===== config.mk =====
export PLATFORM = sky130hd
export DESIGN_NAME = mc_datapath_regs
export DESIGN_NICKNAME = d
export VERILOG_FILES = /design/src/rtl/mc_pkg.sv /design/src/rtl/mc_pc_unit.sv /design/src/rtl/mc_datapath_regs.sv
export SDC_FILE = /design/constraint.sdc
export NUM_CORES = 1
export LEC_CHECK = 0
export BUFFER_PORTS_ARGS = -buffer_cell sky130_fd_sc_hd__buf_2
export CORE_AREA = 2 2 153 155
export DETAILED_ROUTE_END_ITERATION = 10
export DIE_AREA = 0 0 155 157
export PLACE_DENSITY = 0.69
export SLEW_MARGIN = 20
export SYNTH_ARGS = -nofsm -noshare
export SYNTH_HDL_FRONTEND = slang
export SYNTH_SLANG_ARGS = --single-unit

===== constraint.sdc =====
create_clock -name clk -period 3.64 [get_ports clk]
set_clock_uncertainty 0.15 [all_clocks]
set_input_delay 0.182 -clock clk [delete_from_list [all_inputs] [get_ports clk]]
set_output_delay 0.182 -clock clk [all_outputs]
set_load 0.05 [all_outputs]

===== src/rtl/mc_pkg.sv =====
// Shared constants for the multicycle MIPS datapath: PC-source and ALUOp encodings,
// the word width, and the jump-target helper.
package mc_pkg;

  localparam int WORD_W = 32;

  localparam logic [1:0] PCSRC_SEQ  = 2'b00;
  localparam logic [1:0] PCSRC_BR   = 2'b01;
  localparam logic [1:0] PCSRC_JMP  = 2'b10;
  localparam logic [1:0] PCSRC_HOLD = 2'b11;

  localparam logic [1:0] ALUOP_ADD   = 2'b00;
  localparam logic [1:0] ALUOP_BEQ   = 2'b01;
  localparam logic [1:0] ALUOP_RTYPE = 2'b10;
  localparam logic [1:0] ALUOP_BNE   = 2'b11;

  // J-type target: the upper PC nibble is kept and the 26-bit field becomes a word index.
  function automatic logic [WORD_W-1:0] jump_target(input logic [WORD_W-1:0] cur_pc,
                                                    input logic [WORD_W-1:0] cur_ir);
    return {cur_pc[31:28], cur_ir[25:0], 2'b00};
  endfunction

endpackage


===== src/rtl/mc_pc_unit.sv =====
// Program counter with branch decision, next-PC select and a sticky flag that
// records any rejected (misaligned) PC write.
module mc_pc_unit
  import mc_pkg::*;
#(
  parameter logic [WORD_W-1:0] RESET_PC = '0
) (
  input  logic              clk,
  input  logic              rst,
  input  logic              pc_write,
  input  logic              pc_write_cond,
  input  logic [1:0]        pc_source,
  input  logic [1:0]        alu_op,
  input  logic              alu_zero,
  input  logic [WORD_W-1:0] alu_result,
  input  logic [WORD_W-1:0] alu_out,
  input  logic [WORD_W-1:0] ir,
  output logic [WORD_W-1:0] pc,
  output logic              pc_misalign
);

  logic              branch_taken;
  logic              pc_en;
  logic              pc_update;
  logic [WORD_W-1:0] next_pc;

  always_comb begin
    branch_taken = (alu_op == ALUOP_BNE) ? !alu_zero : alu_zero;
    pc_en        = pc_write | (pc_write_cond & branch_taken);
    next_pc      = pc;
    case (pc_source)
      PCSRC_SEQ:  next_pc = alu_result;
      PCSRC_BR:   next_pc = alu_out;
      PCSRC_JMP:  next_pc = jump_target(pc, ir);
      default:    next_pc = pc;
    endcase
    // Hold select suppresses both the write and the alignment check.
    pc_update = pc_en && (pc_source != PCSRC_HOLD);
  end

  always_ff @(posedge clk) begin
    if (!rst) begin
      pc          <= RESET_PC;
      pc_misalign <= 1'b0;
    end else if (pc_update) begin
      if (next_pc[1:0] != 2'b00) begin
        pc_misalign <= 1'b1;
      end else begin
        pc <= next_pc;
      end
    end
  end

endmodule


===== src/rtl/mc_datapath_regs.sv =====
// Inter-cycle register bank of the multicycle MIPS core: IR, MDR, A, B, ALUOut,
// the retired-fetch counter, the memory address mux and the PC unit.
module mc_datapath_regs
  import mc_pkg::*;
#(
  parameter logic [WORD_W-1:0] RESET_PC = 32'h0000_0000,
  parameter int                CNT_W    = 32
) (
  input  logic              clk,
  input  logic              rst,
  input  logic              pc_write,
  input  logic              pc_write_cond,
  input  logic [1:0]        pc_source,
  input  logic [1:0]        alu_op,
  input  logic              ir_write,
  input  logic              lord,
  input  logic [WORD_W-1:0] mem_rdata,
  input  logic [WORD_W-1:0] rf_rdata1,
  input  logic [WORD_W-1:0] rf_rdata2,
  input  logic [WORD_W-1:0] alu_result,
  input  logic              alu_zero,
  output logic [WORD_W-1:0] pc,
  output logic [WORD_W-1:0] ir,
  output logic [WORD_W-1:0] mdr,
  output logic [WORD_W-1:0] reg_a,
  output logic [WORD_W-1:0] reg_b,
  output logic [WORD_W-1:0] alu_out,
  output logic [WORD_W-1:0] mem_addr,
  output logic [CNT_W-1:0]  fetch_cnt,
  output logic              pc_misalign
);

  mc_pc_unit #(
    .RESET_PC(RESET_PC)
  ) u_pc_unit (
    .clk          (clk),
    .rst          (rst),
    .pc_write     (pc_write),
    .pc_write_cond(pc_write_cond),
    .pc_source    (pc_source),
    .alu_op       (alu_op),
    .alu_zero     (alu_zero),
    .alu_result   (alu_result),
    .alu_out      (alu_out),
    .ir           (ir),
    .pc           (pc),
    .pc_misalign  (pc_misalign)
  );

  // Latches between microcycles load every cycle; only IR and the counter are gated.
  always_ff @(posedge clk) begin
    if (!rst) begin
      ir        <= '0;
      mdr       <= '0;
      reg_a     <= '0;
      reg_b     <= '0;
      alu_out   <= '0;
      fetch_cnt <= '0;
    end else begin
      mdr     <= mem_rdata;
      reg_a   <= rf_rdata1;
      reg_b   <= rf_rdata2;
      alu_out <= alu_result;
      if (ir_write) begin
        ir        <= mem_rdata;
        fetch_cnt <= fetch_cnt + 1'b1;
      end
    end
  end

  assign mem_addr = lord ? alu_out : pc;

endmodule


==> metrics.md <==
| Metric | Value |
|---|---|
| Run status | `completed` |
| Io pins | `396` |
| Setup crit end kind | `flip-flop` |
| Final Hold Vio Count | `0` |
| Largest net degree at the start of global routing | `89` |
| Tmin final | `2.19 ns` |
| Clk pin slew, worst setup/hold paths | `0.06 ns` |
| Most common cell after layout, fill and taps aside | `buf_2` |
| Clk sinks | `225` |
| Post-CTS setup-driven buffer insertion count | `0` |
| Max-cap violations | `0` |
| Commonest cells after routing, fill and taps aside | `buf_2 (394), dfxtp_1 (225), and2_1 (131)` |
| Synthesized netlist net count | `946` |
| Setup_tns | `0 ns` |
| Die H | `157 um` |
| Wire length per cell | `16.6 um` |
| Antenna violations before repair | `1` |
| Met3 wire len | `1690 um` |
| Ys Warns | `0` |
| Final Power | `6540 uW` |
| Final Cycle Share | `60.0%` |
| Worst slew pin tran | `0.953 ns` |
| Crit path kind | `flip-flop to flip-flop` |
| Synth Area in Adders | `0.150%` |
| Die W | `155 um` |
| Crit path largest cell delay | `0.60 ns` |
| Lkg Pwr | `0.00623 uW` |
| Largest family of logic cells by synthesized area | `simple AND/OR/NAND/NOR gates` |
| Critical path buffer and inverter count | `0` |
| Mapped cell area | `8340 um^2` |
| CP top delay family | `simple AND/OR/NAND/NOR gates` |
| Residual DRC count | `0` |
| Initial DRT Pass Iterations | `4` |
| Unrepaired setup endpoints after global routing | `no` |
| Mean Syn Cell Area | `10.3 um^2` |
| Drt initial violations | `340` |
| Starting Density | `37.1%` |
| Num CTS Buffers | `24` |
| Die area | `24,300 um^2` |
| Synth Area in XOR/XNOR | `1.37%` |
| Wire length on met1 | `10,900 um` |
| Final setup viols | `0` |
| WP data arrival | `2.45 ns` |
| Vias in the first global route | `7,415` |
| Post-synth EDFFs | `0` |
| #FFs+latches synth | `225` |
| Worst-case clock buffer depth | `3` |
| IO Port Bufs | `395` |
| CTS hold repair buffers | `128` |
| Gp weighted congestion | `0.808` |
| GR Overflow Total | `0` |
| Slowest CP cell | `or4_1` |
| PD cells | `515 nW/um^2` |
| Via count | `7,619` |
| Post-DP HPWL | `18,500 um` |
| Ant diodes | `0` |
| Post-CTS sizing | `0` |
| CTS tree | `yes` |
| Primary FF master, synth | `dfxtp_1` |
| Peak supply drop | `0.300 mV` |
| Slew HR | `36.1%` |
| Root Driver | `clkbuf_16` |
| H-tree Lvls | `1` |
| Max Freq | `0.458 GHz` |
| Fraction of layout cells with a size suffix above 1 | `36.4%` |
| Met2 Wirelength | `13,400 um` |
| Clk_lat worst skew | `0.51 ns` |
| Post-synthesis compound-gate area fraction | `5.91%` |
| Area growth syn-to-layout | `52.1%` |
| Tot GR Track Use | `20.6%` |
| Startpoint types | `flip-flop` |
| Global-route wire length before repair | `40,000 um` |
| Non-Filler Instances | `1,608` |
| Rows | `55` |
| Cells after DPL | `1,437` |
| Post-route ant nets | `0` |
| Multiplexer share of the synthesized area | `15.1%` |
| Post-Synth Simple-Gate Area | `20.5%` |
| Nets | `1,446` |
| Final WL | `26,800 um` |
| CP Data Required Time | `3.90 ns` |
| Fin. max-slew vios | `0` |
| Core footprint | `22,500 um^2` |
| Post-synth cell types | `42` |
| Routed vias/inst | `4.74` |
| Syn Inst Count | `806` |
| Worst min-delay path class | `input port to flip-flop` |
| Top Metal Used | `met5` |
| Crit path max fanout | `18` |
| Async SR Flop Fraction | `0%` |
| Sequential area share after synthesis | `54.0%` |
| CP Cell Sequence | `and3_1 > nand4_2 > or4_1 > a21oi_1` |
-- registers in the layout, indices dropped and copies added, names as in the netlist --
signal / count
mdr: 32
u_pc_unit.pc: 32
alu_out: 32
reg_b: 32
reg_a: 32
u_pc_unit.pc_misalign: 1
ir: 32
fetch_cnt: 32
-- routing by layer --
metal	up-vias	global-route usage (%)
li1	3745	-
met1	3538	24.8
met2	277	36.5
met3	57	4.30
met4	2	7.58
met5	-	0
-- tightest hold or removal path: stages --
cell	delay [ns]
buf_2	0.10
o21ai_0	0.17
a21oi_1	0.17
-- final cells by class --
class | instances | area [um^2]
inverters | 5 | 20.0
repair buffers | 529 | 3310
multi-input cells | 521 | 3590
flip-flops and latches | 225 | 4500
clock inverters | 14 | 249
clock buffers | 29 | 661
well taps | 285 | 357
fillers | 1974 | 9820
-- logic make-up (layout without fill, tap and decap cells) --
| family | after synthesis | count (layout) |
|---|---|---|
| and+or+nand+nor | 313 | 313 |
| DFF | 225 | 225 |
| muxes | 122 | 122 |
| AOI/OAI and AO/OA | 72 | 72 |
| buffers and inverters | 60 | 577 |
| xor gates and xnor gates | 13 | 13 |
| adders and majority gates | 1 | 1 |
-- cells in the mapped netlist (2+ instances only) --
cell type	n	area share [%]
and2_1	131	9.8
o31ai_1	12	1.1
xnor2_1	2	0.21
mux2i_1	90	11
xor2_1	11	1.2
o2bb2ai_1	18	1.9
or4_1	11	0.99
o21a_1	2	0.18
buf_4	2	0.18
nand3_1	5	0.30
nand4_2	2	0.30
buf_2	13	0.78
o21ai_0	14	0.84
nor3_1	2	0.12
o211ai_1	5	0.45
and3_1	7	0.53
and4_1	5	0.53
clkbuf_1	33	1.5
or3_1	4	0.30
nand4_1	10	0.75
buf_1	7	0.32
inv_1	4	0.18
a21oi_1	16	0.96
nor4_1	2	0.15
nor2_1	47	2.1
dfxtp_1	225	54
nand2_1	75	3.4
mux2_2	32	4.3
nand2b_1	6	0.45
-- stage by stage --
| stage | utilization, % | cell area (um^2) | setup WS [ns] | hold slack [ns] |
|---|---|---|---|---|
| floorplan | - | 8340 | 1.43 | 0.154 |
| global placement | 46.6 | 10500 | 1.46 | 0.237 |
| detailed placement | 46.6 | 10500 | 1.40 | 0.241 |
| CTS | 56.4 | 12700 | 1.48 | 0.0426 |
| global route | 56.4 | 12700 | 1.26 | 0.0722 |
| finish | 56.4 | 12700 | 1.45 | 0.0161 |
-- where the power goes --
group | switching (uW) | leakage, uW | internal (uW)
logic | 754 | 0.00392 | 365
registers | 71.9 | 0.00186 | 2580
clock network | 979 | 0.000452 | 1790
total | 1800 | 0.00623 | 4730
-- final timing paths --
path,startpoint,to,slack (ns),depth (start not counted)
worst min register to register,u_pc_unit.pc_misalign$_SDFFE_PN0P_,u_pc_unit.pc_misalign$_SDFFE_PN0P_,0.30,2
worst min-delay path,pc_write,u_pc_unit.pc_misalign$_SDFFE_PN0P_,0.02,3
worst max register to register,fetch_cnt[6]$_SDFFE_PN0P_,fetch_cnt[26]$_SDFFE_PN0P_,1.45,4
worst max-delay path,fetch_cnt[6]$_SDFFE_PN0P_,fetch_cnt[26]$_SDFFE_PN0P_,1.45,4
Power figures use the tool's default switching activity.
